## config.mk

```make
export PLATFORM = sky130hd
export DESIGN_NAME = data_mem_arbiter_flat
export DESIGN_NICKNAME = d
export VERILOG_FILES = /design/src/rtl/data_mem_arbiter_pkg.sv /design/src/rtl/data_mem_arbiter_if.sv /design/src/rtl/data_mem_arbiter_addr_check.sv /design/src/rtl/data_mem_arbiter.sv /design/src/flat_wrapper.sv
export SDC_FILE = /design/constraint.sdc
export NUM_CORES = 1
export LEC_CHECK = 0
export ABC_AREA = 1
export ABC_CLOCK_PERIOD_IN_PS = 1800
export CAP_MARGIN = 20
export CORE_MARGIN = 4
export CORE_UTILIZATION = 35
export CTS_CLUSTER_SIZE = 16
export DETAILED_ROUTE_END_ITERATION = 10
export GPL_TIMING_DRIVEN = 0
export PLACE_DENSITY = 0.81
export RECOVER_POWER = 100
export REMOVE_ABC_BUFFERS = 1
export SETUP_SLACK_MARGIN = 0.3
export SLEW_MARGIN = 20
export SYNTH_ARGS = -nofsm -noshare
export SYNTH_HDL_FRONTEND = slang
export SYNTH_SLANG_ARGS = --single-unit
```

## constraint.sdc

```tcl
create_clock -name clk -period 1.8 [get_ports clk]
set_input_delay 0.36 -clock clk [delete_from_list [all_inputs] [get_ports clk]]
set_output_delay 0.36 -clock clk [all_outputs]
set_load 0.02 [all_outputs]
```

## src/rtl/data_mem_arbiter_pkg.sv

```systemverilog
// ---------------------------------------------------------------------------
// dmem_arb_pkg
//   Shared types and default sizes for the data-memory arbiter.
//   - arb_state_t : which requester currently has priority.
//   - rd_owner_t  : which requester owns the read data returning next cycle.
//   - DEF_*       : default widths / fairness bound used by the arbiter.
// ---------------------------------------------------------------------------
package dmem_arb_pkg;

  localparam int DEF_DATA_W   = 32;
  localparam int DEF_ADDR_W   = 32;
  localparam int DEF_IDX_W    = 10;  // 1024-word memory
  localparam int DEF_MAX_WAIT = 4;

  typedef enum logic [0:0] {
    ARB_CPU = 1'b0,   // CPU has priority
    ARB_EXT = 1'b1    // EXT has been starved long enough; it goes first
  } arb_state_t;

  typedef enum logic [1:0] {
    OWN_NONE = 2'd0,
    OWN_CPU  = 2'd1,
    OWN_EXT  = 2'd2
  } rd_owner_t;

endpackage

```

## src/rtl/data_mem_arbiter_if.sv

```systemverilog
// ---------------------------------------------------------------------------
// data_mem_arbiter_if
//   Bundles the CPU port, EXT port and data-memory side of the arbiter.
//   modport slave  : the arbiter's view (requests in, grants/data/memory out).
//   modport master : everything around it (requesters plus the memory).
//   CPU  : cpu_req/we/addr/wdata in, cpu_stall/rvalid/rdata out.
//   EXT  : ext_req/we/addr/wdata in, ext_gnt/rvalid/rdata out.
//   MEM  : mem_write/address/write_data out, mem_read_data in.
//   addr_err : sticky illegal-address flag.
// ---------------------------------------------------------------------------
interface data_mem_arbiter_if #(
  parameter int DATA_W = 32,
  parameter int ADDR_W = 32
);

  logic              cpu_req;
  logic              cpu_we;
  logic [ADDR_W-1:0] cpu_addr;
  logic [DATA_W-1:0] cpu_wdata;
  logic              cpu_stall;
  logic              cpu_rvalid;
  logic [DATA_W-1:0] cpu_rdata;

  logic              ext_req;
  logic              ext_we;
  logic [ADDR_W-1:0] ext_addr;
  logic [DATA_W-1:0] ext_wdata;
  logic              ext_gnt;
  logic              ext_rvalid;
  logic [DATA_W-1:0] ext_rdata;

  logic              mem_write;
  logic [ADDR_W-1:0] mem_address;
  logic [DATA_W-1:0] mem_write_data;
  logic [DATA_W-1:0] mem_read_data;

  logic              addr_err;

  modport slave (
    input  cpu_req, cpu_we, cpu_addr, cpu_wdata,
    output cpu_stall, cpu_rvalid, cpu_rdata,
    input  ext_req, ext_we, ext_addr, ext_wdata,
    output ext_gnt, ext_rvalid, ext_rdata,
    output mem_write, mem_address, mem_write_data,
    input  mem_read_data,
    output addr_err
  );

  modport master (
    output cpu_req, cpu_we, cpu_addr, cpu_wdata,
    input  cpu_stall, cpu_rvalid, cpu_rdata,
    output ext_req, ext_we, ext_addr, ext_wdata,
    input  ext_gnt, ext_rvalid, ext_rdata,
    input  mem_write, mem_address, mem_write_data,
    output mem_read_data,
    input  addr_err
  );

endinterface

```

## src/rtl/data_mem_arbiter_addr_check.sv

```systemverilog
// ---------------------------------------------------------------------------
// dmem_addr_check
//   Combinational legality check of one byte address against a word-aligned,
//   2**IDX_W-word memory.
//   addr    in  byte address
//   illegal out 1 when addr is misaligned or lies beyond the memory
// ---------------------------------------------------------------------------
module dmem_addr_check #(
  parameter int ADDR_W = 32,
  parameter int IDX_W  = 10
) (
  input  logic [ADDR_W-1:0] addr,
  output logic              illegal
);

  // Only the word-index bits may be non-zero; any other set bit is either a
  // byte offset (misaligned) or an address beyond the top of the memory.
  localparam logic [ADDR_W-1:0] LEGAL_MASK =
    ((ADDR_W'(1) << IDX_W) - ADDR_W'(1)) << 2;

  assign illegal = |(addr & ~LEGAL_MASK);

endmodule

```

## src/rtl/data_mem_arbiter.sv

```systemverilog
// ---------------------------------------------------------------------------
// data_mem_arbiter
//   Shares a single-port, 1-cycle-latency data memory between the CPU
//   load/store port and an external (I/O / debug loader) port.
//   clk    in  clock
//   reset  in  synchronous, active-high reset
//   bus    slave modport of data_mem_arbiter_if (CPU, EXT and memory sides)
// Arbitration: CPU normally wins; once EXT has been refused MAX_WAIT
// consecutive cycles it gets one cycle of priority. Read data returns the
// cycle after the grant and is steered to whichever port issued the read.
// ---------------------------------------------------------------------------
module data_mem_arbiter
  import dmem_arb_pkg::*;
#(
  parameter int DATA_W   = DEF_DATA_W,
  parameter int ADDR_W   = DEF_ADDR_W,
  parameter int IDX_W    = DEF_IDX_W,
  parameter int MAX_WAIT = DEF_MAX_WAIT
) (
  input  logic               clk,
  input  logic               reset,
  data_mem_arbiter_if.slave  bus
);

  // Wide enough to hold MAX_WAIT, the value reached on the hand-over cycle.
  localparam int WCNT_W = $clog2(MAX_WAIT + 1);

  arb_state_t        state_q, state_d;
  logic [WCNT_W-1:0] wait_cnt_q, wait_cnt_d;
  rd_owner_t         rd_owner_q, rd_owner_d;
  logic              addr_err_q, addr_err_d;
  logic [DATA_W-1:0] cpu_rdata_q, cpu_rdata_d;
  logic [DATA_W-1:0] ext_rdata_q, ext_rdata_d;

  logic              cpu_grant;
  logic              ext_grant;
  logic              cpu_rvalid;
  logic              ext_rvalid;

  // -------------------------------------------------------------------------
  // Address legality, one checker per requester (index 0 = CPU, 1 = EXT)
  // -------------------------------------------------------------------------
  logic [ADDR_W-1:0] port_addr [2];
  logic [1:0]        port_bad;

  assign port_addr[0] = bus.cpu_addr;
  assign port_addr[1] = bus.ext_addr;

  for (genvar gi = 0; gi < 2; gi++) begin : g_chk
    dmem_addr_check #(
      .ADDR_W (ADDR_W),
      .IDX_W  (IDX_W)
    ) u_chk (
      .addr    (port_addr[gi]),
      .illegal (port_bad[gi])
    );
  end

  // -------------------------------------------------------------------------
  // Arbitration FSM: next state, wait counter and grants
  // -------------------------------------------------------------------------
  always_comb begin
    cpu_grant  = 1'b0;
    ext_grant  = 1'b0;
    state_d    = state_q;
    wait_cnt_d = '0;
    // Nothing is granted while reset is high, so memory is never written.
    if (!reset) begin
      case (state_q)
        ARB_CPU: begin
          if (bus.cpu_req) begin
            cpu_grant = 1'b1;
          end else if (bus.ext_req) begin
            ext_grant = 1'b1;
          end
          if (bus.ext_req && !ext_grant) begin
            wait_cnt_d = wait_cnt_q + WCNT_W'(1);
            if (wait_cnt_q == WCNT_W'(MAX_WAIT - 1)) begin
              state_d = ARB_EXT;
            end
          end
        end
        ARB_EXT: begin
          // Priority slot for EXT; an idle slot is not wasted on the CPU.
          if (bus.ext_req) begin
            ext_grant = 1'b1;
          end else if (bus.cpu_req) begin
            cpu_grant = 1'b1;
          end
          state_d = ARB_CPU;
        end
        default: begin
          state_d = ARB_CPU;
        end
      endcase
    end
  end

  // -------------------------------------------------------------------------
  // Read ownership, sticky error and held read data
  // -------------------------------------------------------------------------
  always_comb begin
    rd_owner_d = OWN_NONE;
    if (cpu_grant && !bus.cpu_we) begin
      rd_owner_d = OWN_CPU;
    end else if (ext_grant && !bus.ext_we) begin
      rd_owner_d = OWN_EXT;
    end

    addr_err_d = addr_err_q
               | (cpu_grant & port_bad[0])
               | (ext_grant & port_bad[1]);

    // A read that was in flight when reset rose is dropped.
    cpu_rvalid = !reset && (rd_owner_q == OWN_CPU);
    ext_rvalid = !reset && (rd_owner_q == OWN_EXT);

    cpu_rdata_d = cpu_rvalid ? bus.mem_read_data : cpu_rdata_q;
    ext_rdata_d = ext_rvalid ? bus.mem_read_data : ext_rdata_q;
  end

  always_ff @(posedge clk) begin
    if (reset) begin
      state_q     <= ARB_CPU;
      wait_cnt_q  <= '0;
      rd_owner_q  <= OWN_NONE;
      addr_err_q  <= 1'b0;
      cpu_rdata_q <= '0;
      ext_rdata_q <= '0;
    end else begin
      state_q     <= state_d;
      wait_cnt_q  <= wait_cnt_d;
      rd_owner_q  <= rd_owner_d;
      addr_err_q  <= addr_err_d;
      cpu_rdata_q <= cpu_rdata_d;
      ext_rdata_q <= ext_rdata_d;
    end
  end

  // -------------------------------------------------------------------------
  // Outputs
  // -------------------------------------------------------------------------
  assign bus.cpu_stall      = bus.cpu_req & ~cpu_grant;
  assign bus.ext_gnt        = bus.ext_req & ext_grant;

  assign bus.mem_write      = (cpu_grant & bus.cpu_we) | (ext_grant & bus.ext_we);
  assign bus.mem_address    = cpu_grant ? bus.cpu_addr
                            : ext_grant ? bus.ext_addr
                            : '0;
  assign bus.mem_write_data = cpu_grant ? bus.cpu_wdata
                            : ext_grant ? bus.ext_wdata
                            : '0;

  assign bus.cpu_rvalid     = cpu_rvalid;
  assign bus.ext_rvalid     = ext_rvalid;
  // Same-cycle bypass so the data is presented in the rvalid cycle.
  assign bus.cpu_rdata      = cpu_rdata_d;
  assign bus.ext_rdata      = ext_rdata_d;
  assign bus.addr_err       = addr_err_q;

endmodule
```

## src/flat_wrapper.sv

```systemverilog
// flat-port wrapper written by rule: the top's interface ports become plain ports
module data_mem_arbiter_flat import dmem_arb_pkg::*;
#(
  parameter int DATA_W   = DEF_DATA_W,
  parameter int ADDR_W   = DEF_ADDR_W,
  parameter int IDX_W    = DEF_IDX_W,
  parameter int MAX_WAIT = DEF_MAX_WAIT
)
  (clk, reset, bus_cpu_req, bus_cpu_we, bus_cpu_addr, bus_cpu_wdata, bus_cpu_stall, bus_cpu_rvalid, bus_cpu_rdata, bus_ext_req, bus_ext_we, bus_ext_addr, bus_ext_wdata, bus_ext_gnt, bus_ext_rvalid, bus_ext_rdata, bus_mem_write, bus_mem_address, bus_mem_write_data, bus_mem_read_data, bus_addr_err);
  data_mem_arbiter_if #(.DATA_W(DATA_W), .ADDR_W(ADDR_W)) bus_i ();
  input  logic clk;
  input  logic reset;
  input wire logic [$bits(bus_i.cpu_req)-1:0] bus_cpu_req;
  input wire logic [$bits(bus_i.cpu_we)-1:0] bus_cpu_we;
  input wire logic [$bits(bus_i.cpu_addr)-1:0] bus_cpu_addr;
  input wire logic [$bits(bus_i.cpu_wdata)-1:0] bus_cpu_wdata;
  output wire logic [$bits(bus_i.cpu_stall)-1:0] bus_cpu_stall;
  output wire logic [$bits(bus_i.cpu_rvalid)-1:0] bus_cpu_rvalid;
  output wire logic [$bits(bus_i.cpu_rdata)-1:0] bus_cpu_rdata;
  input wire logic [$bits(bus_i.ext_req)-1:0] bus_ext_req;
  input wire logic [$bits(bus_i.ext_we)-1:0] bus_ext_we;
  input wire logic [$bits(bus_i.ext_addr)-1:0] bus_ext_addr;
  input wire logic [$bits(bus_i.ext_wdata)-1:0] bus_ext_wdata;
  output wire logic [$bits(bus_i.ext_gnt)-1:0] bus_ext_gnt;
  output wire logic [$bits(bus_i.ext_rvalid)-1:0] bus_ext_rvalid;
  output wire logic [$bits(bus_i.ext_rdata)-1:0] bus_ext_rdata;
  output wire logic [$bits(bus_i.mem_write)-1:0] bus_mem_write;
  output wire logic [$bits(bus_i.mem_address)-1:0] bus_mem_address;
  output wire logic [$bits(bus_i.mem_write_data)-1:0] bus_mem_write_data;
  input wire logic [$bits(bus_i.mem_read_data)-1:0] bus_mem_read_data;
  output wire logic [$bits(bus_i.addr_err)-1:0] bus_addr_err;
  assign bus_i.cpu_req = bus_cpu_req;
  assign bus_i.cpu_we = bus_cpu_we;
  assign bus_i.cpu_addr = bus_cpu_addr;
  assign bus_i.cpu_wdata = bus_cpu_wdata;
  assign bus_cpu_stall = bus_i.cpu_stall;
  assign bus_cpu_rvalid = bus_i.cpu_rvalid;
  assign bus_cpu_rdata = bus_i.cpu_rdata;
  assign bus_i.ext_req = bus_ext_req;
  assign bus_i.ext_we = bus_ext_we;
  assign bus_i.ext_addr = bus_ext_addr;
  assign bus_i.ext_wdata = bus_ext_wdata;
  assign bus_ext_gnt = bus_i.ext_gnt;
  assign bus_ext_rvalid = bus_i.ext_rvalid;
  assign bus_ext_rdata = bus_i.ext_rdata;
  assign bus_mem_write = bus_i.mem_write;
  assign bus_mem_address = bus_i.mem_address;
  assign bus_mem_write_data = bus_i.mem_write_data;
  assign bus_i.mem_read_data = bus_mem_read_data;
  assign bus_addr_err = bus_i.addr_err;
  data_mem_arbiter #(.DATA_W(DATA_W), .ADDR_W(ADDR_W), .IDX_W(IDX_W), .MAX_WAIT(MAX_WAIT)) u_core (.clk(clk), .reset(reset), .bus(bus_i));
endmodule
```

==> results of run 1 <==
==> per-layer routing <==
metal,up-vias,routed length [um]
met5,-,0
met4,0,1270
met3,101,2420
met2,385,12800
met1,2912,9260
li1,2704,-
==> metrics by stage <==
step	total power [W]	util, %	area (um^2)
5_1_grt	0.00533	85.7	9910
4_1_cts	0.00482	73.4	8490
2_1_floorplan	0.00220	-	3980
3_5_place_dp	0.00304	63.0	7280
3_3_place_gp	0.00300	61.8	7150
6_report	0.00517	85.7	9910
==> synthesized netlist by cell type, types with 2 or more instances <==
library cell  number
inv_1            125
dfxtp_1           71
a21oi_1           64
or2_2             57
a211oi_1          55
a22o_1            43
nand2_1           37
buf_2             26
nor2_1            24
o21ai_0           14
a211oi_2           9
or2_1              7
o21ai_1            5
buf_6              4
inv_2              4
nand4_1            4
buf_1              3
buf_4              3
nand3_1            3
clkbuf_1           2
clkbuf_2           2
ha_1               2
o22ai_1            2
==> registers in the layout, summed over array words and instances, names as in the netlist <==
signal,cells
u_core.rd_owner_q,2
u_core.state_q,1
u_core.wait_cnt_q,3
u_core.ext_rdata_q,32
u_core.cpu_rdata_q,32
u_core.bus.addr_err,1
==> cell type report <==
| cell class | count | area, um^2 |
|---|---|---|
| inverters | 129 | 517 |
| repair buffers | 414 | 4560 |
| flip-flops and latches | 71 | 1430 |
| well taps | 143 | 179 |
| multi-input cells | 333 | 2770 |
| fillers | 591 | 1660 |
| clock buffers | 12 | 236 |
| repair inverters | 12 | 199 |
| clock inverters | 4 | 22.5 |
==> worst reg2reg max path, cell delays in order (launching register included) <==
cell and delay [ns]:
dfxtp_2 0.32, inv_4 0.07, nand2_4 0.06, nor2_4 0.18
buf_6 0.17, buf_12 0.13, or2_2 0.13, inv_2 0.06
buf_4 0.13, a211oi_2 0.16
==> final timing paths <==
check                                           from                      to  slack, ns  cells after the start
worst min-delay path                           reset  u_core.cpu_rdata_q[17]       0.37                      3
worst min register to register  u_core.wait_cnt_q[0]    u_core.wait_cnt_q[0]       0.48                      1
worst max-delay path            u_core.rd_owner_q[0]       bus_ext_rdata[15]      -0.29                      7
worst max register to register  u_core.rd_owner_q[1]  u_core.cpu_rdata_q[12]       0.30                      9
==> cells by family (layout without fill, tap and decap cells) <==
family          after synthesis  in the layout  share of synthesized area, %
compound gates              193            193                          31.9
fa+ha+maj                     2              2                         0.595
buf+inv                     169            571                          16.9
flops                        71             71                          33.8
simple gates                136            138                          16.8
==> power by group through the flow <==
stage | sequential (W) | combinational [W] | clock, W
2_1_floorplan | 0.00166 | 0.000541 | 0
3_3_place_gp | 0.00166 | 0.00134 | 0
3_5_place_dp | 0.00166 | 0.00138 | 0
4_1_cts | 0.00163 | 0.00161 | 0.00158
5_1_grt | 0.00163 | 0.00203 | 0.00167
6_report | 0.00163 | 0.00196 | 0.00158
==> what timing repair did <==
action,4_1_cts,5_1_grt
setup buffers,38,55
gates resized for setup,860,247
pin swaps,9,13
hold buffers,0,0
setup endpoints to repair,192,137
cloned,20,9
==> results.toml, run 1 <==
[power]
p_leak_nw = 4.59
p_switching_w = 0.00161
p_int_w = 0.00356
power_density_nw_per_um2 = 522
power_frac_seq_pct = 31.5
p_comb_share_pct = 38.0
vdd_drop_max_mv = 0.590
switching_share_pct = 31.1
clkPwrFrac_pct = 30.5

[logic_synthesis]
synth_top_cell_by_area = "dfxtp_1"
syn_area_um2 = 4200
syn_area_per_cell_um2 = 7.36
ys_ff_latch = 71
ys_warn_count = 0
synth-async-reset-ratio_pct = 0
yosysUniqueCellTypes = 28
synthTopCellsByArea = "dfxtp_1 (34%), inv_1 (11%), a211oi_1 (9.8%)"
synth_edf_count = 0
synth_top_area_share_pct = 33.8
synthFlopType = "dfxtp_1"
synth_cells = 571
synth-seq-area-share_pct = 33.8

[status]
failed_checks = "negative setup slack"
run_status = "complete, but fails checks"

[floorplanning]
start_util_pct = 36.3
ios = 300
rows = 39
die_w_um = 118
die_h_um = 118
die_area_um2 = 13800
core_um2 = 11600

[setup_path]
end_kind = "output port"
cp.required_ns = 1.44
path_buf_inv = 5
crit_arrival_ns = 1.73
path_class = "register to output port"
crit_path_frequent_cell = "buf_4"
cp_slowest_cell = "dfxtp_2"
slowest_delay_ns = 0.35
path_cells = "nor3_4, buf_6, buf_4, buf_4, clkbuf_16, a21oi_1, buf_4"
path_max_fanout = 12
crit_family = "buffers and inverters"
start_kind = "register"

[global_route]
met2_usage_pct = 50.8
grt_pass1_vias = 5799
grt_util_met1_pct = 34.6
grt_pass1_wl_um = 32600
met3_usage_pct = 9.95
overflow = 0
busiest_layer = "met2"
antenna_found_initial = 0
grt_max_degree = 35
grt_usage_pct = 29.9

[cells_and_area]
antennaDiodeCount = 0
final_common_cell = "clkdlybuf4s50_1"
drive_above_1_share_pct = 51.8
final_nets = 1138
area_growth_pct = 136
layout_common_cells = "clkdlybuf4s50_1 (162), buf_6 (128), inv_1 (83), buf_4 (81), dfxtp_1 (68)"
finalNonFillerCells = 1118

[route]
ant_nets = 0
drt_first_pass_iters = 5
drt-total-wl_um = 25700
drt-wirelength-per-cell_um = 23.0
routed_via_density = 5.46
vias = 6102
drc_errors = 0
drt_iter0_drc = 442

[placed_design]
dp.cells = 980
dp_hpwl_um = 13800
io_buffer_count = 299
pre_cts_ws_ns = -1.57
gp_congestion = 0.885

[cts]
cts_tree = "built"
clockRootBuffer = "clkbuf_16"
clockBufferDepth = 2
clkTransAtPathRegs_ns = 0.06
cts_sinks = 71
htree_levels = 3
worstSkewPairLatency_ns = 0.33
cts_buffers = 9

[sta]
final.setup.tns_ns = -22.32
slew_violations = 0
fin_crit_ns = 2.09
slew_headroom_pct = 72.4
setup_viol = 130
worst_pin_slew_ns = 0.413
hold_violations = 0
holdWs_ns = 0.369
finalCritPeriodShare_pct = 116
grt_setup_unrepaired = "yes"
skew_ns = 0.0124
setup_ws_ns = -0.291
timing.fmax_mhz = 478

[worst_hold_path]
hp-class = "input port to register"

[run]
maxCapViolations = 0
Note: power is estimated with default switching activity, not from simulation.
==> run 2, diff against run 1 <==
--- a/config.mk
+++ b/config.mk
@@ -21,3 +21,4 @@
 export SYNTH_ARGS = -nofsm -noshare
 export SYNTH_HDL_FRONTEND = slang
 export SYNTH_SLANG_ARGS = --single-unit
+export TNS_END_PERCENT = 10
==> results.toml, run 2 (synthesized netlist as in run 1, its figures left out) <==
[cts]
clkTransAtPathRegs_ns = 0.06
cts_sinks = 71
clockBufferDepth = 2
cts_buffers = 9
cts_tree = "built"
worstSkewPairLatency_ns = 0.32
clockRootBuffer = "clkbuf_16"
htree_levels = 3

[cells_and_area]
layout_common_cells = "clkdlybuf4s50_1 (162), inv_1 (102), buf_4 (69), dfxtp_1 (69), buf_6 (59)"
area_growth_pct = 102
final_nets = 1077
drive_above_1_share_pct = 42.0
fillCellCount = 860
post-route-util_pct = 73.6
largestRegisters = "u_core.cpu_rdata_q (32), u_core.ext_rdata_q (32), u_core.wait_cnt_q (3)"
antennaDiodeCount = 0
final_common_cell = "clkdlybuf4s50_1"

[setup_path]
crit_path_frequent_cell = "buf_6"
path_max_fanout = 7
path_buf_inv = 4
path_cells = "nor3_4, buf_6, buf_6, or2_1, inv_2, a21oi_2, buf_4"
cp.required_ns = 1.44
crit_family = "buffers and inverters"
cp_slowest_cell = "dfxtp_4"
slowest_delay_ns = 0.36
path_class = "register to output port"
start_kind = "register"
crit_arrival_ns = 1.75
end_kind = "output port"

[route]
drt_iter0_drc = 523
drt-total-wl_um = 21900
drt_first_pass_iters = 5
vias = 5543
drc_errors = 0
ant_nets = 0
drt-wirelength-per-cell_um = 20.7
routed_via_density = 5.24

[sta]
slew_violations = 0
hold_violations = 0
final.setup.tns_ns = -22.04
holdWs_ns = 0.356
fin_crit_ns = 2.11
timing.fmax_mhz = 474
finalCritPeriodShare_pct = 117
grt_setup_unrepaired = "yes"
slew_headroom_pct = 59.8
worst_pin_slew_ns = 0.602
setup_viol = 129
skew_ns = 0.00832
setup_ws_ns = -0.308

[global_route]
overflow = 0
grt_pass1_wl_um = 31800
antenna_found_initial = 0
grt_pass1_vias = 5635
grt_usage_pct = 29.0
grt_max_degree = 35

[placed_design]
io_buffer_count = 299
pre_cts_ws_ns = -1.57
dp_hpwl_um = 13800
gp_congestion = 0.885

[floorplanning]
rows = 39
start_util_pct = 36.3
die_h_um = 118
die_w_um = 118
die_area_um2 = 13800
core_um2 = 11600
ios = 300

[power]
p_leak_nw = 3.99
power_density_nw_per_um2 = 565
vdd_drop_max_mv = 0.578

[status]
failed_checks = "negative setup slack"
run_status = "complete, but fails checks"

[run]
maxCapViolations = 0

[worst_hold_path]
hp-class = "input port to register"
-- run 2: cell types whose count changed in the layout (fill, tap and decap cells not counted), moves of 11 or more --
cell     previous run  this run
buf_4              81        69
buf_6             128        59
or2_4              16         4
nand2_1            13        24
inv_1              83       102
a21oi_1            11        26
inv_2              41        23
a21oi_2            52        38
buf_2               2        39
or2_2              41        53
nand2_4            19         4
-- run 2: timing repair --
action | in CTS | in global routing
resized for setup | 776 | 97
pin swaps | 9 | 3
setup buffers | 27 | 13
hold buffers | 0 | 0
hold endpoints to repair | 0 | 0
cloned | 16 | 5
setup endpoints to repair | 192 | 136
-- run 2: area by class of cell --
| type | count | area [um^2] | area share [%] |
|---|---|---|---|
| clock buffer | 12 | 236 | 2.78 |
| timing repair inverter | 10 | 121 | 1.43 |
| sequential | 71 | 1430 | 16.8 |
| tap | 143 | 179 | 2.10 |
| multi-input combinational | 333 | 2440 | 28.7 |
| clock inverter | 4 | 22.5 | 0.265 |
| inverter | 129 | 524 | 6.16 |
| timing repair buffer | 355 | 3560 | 41.8 |
-- run 2: worst min-delay path: cells and delay by family --
| family | cells | cell delay, ns |
|---|---|---|
| buffers and inverters | 2 | 0.21 |
| AOI/OAI and AO/OA | 1 | 0.06 |
-- run 2: power breakdown --
| group | internal [W] | leakage (nW) | total [W] | switching [W] |
|---|---|---|---|---|
| Clock | 0.000926 | 0.126 | 0.00157 | 0.000644 |
| Sequential | 0.00162 | 0.577 | 0.00163 | 0.0000129 |
| Combinational | 0.000814 | 3.28 | 0.00161 | 0.000794 |
| Total | 0.00336 | 3.99 | 0.00481 | 0.00145 |
-- run 2: metrics by stage --
stage	instance area [um^2]	total power (W)	std cells
2_1_floorplan	3980	0.00220	531
6_report	8510	0.00481	1057
3_3_place_gp	7150	0.00300	973
3_5_place_dp	7280	0.00304	980
4_1_cts	8040	0.00471	1039
5_1_grt	8510	0.00498	1057
-- run 2: path summary, 6_finish.rpt --
kind / startpoint / end / slack (ns) / cells after the start
min reg2reg: u_core.wait_cnt_q[0] / u_core.wait_cnt_q[0] / 0.43 / 1
max: u_core.rd_owner_q[0] / bus_ext_rdata[17] / -0.31 / 7
min: reset / u_core.cpu_rdata_q[17] / 0.36 / 3
max reg2reg: u_core.rd_owner_q[0] / u_core.ext_rdata_q[17] / 0.35 / 7
-- run 2: layer usage --
metal  up-vias  track usage (%)  wire length (um)
li1       2574                -                 -
met1      2648             33.3              8350
met2       272             50.3             10900
met3        49             9.42              1910
met4         0             10.6               723
met5         -                0                 0
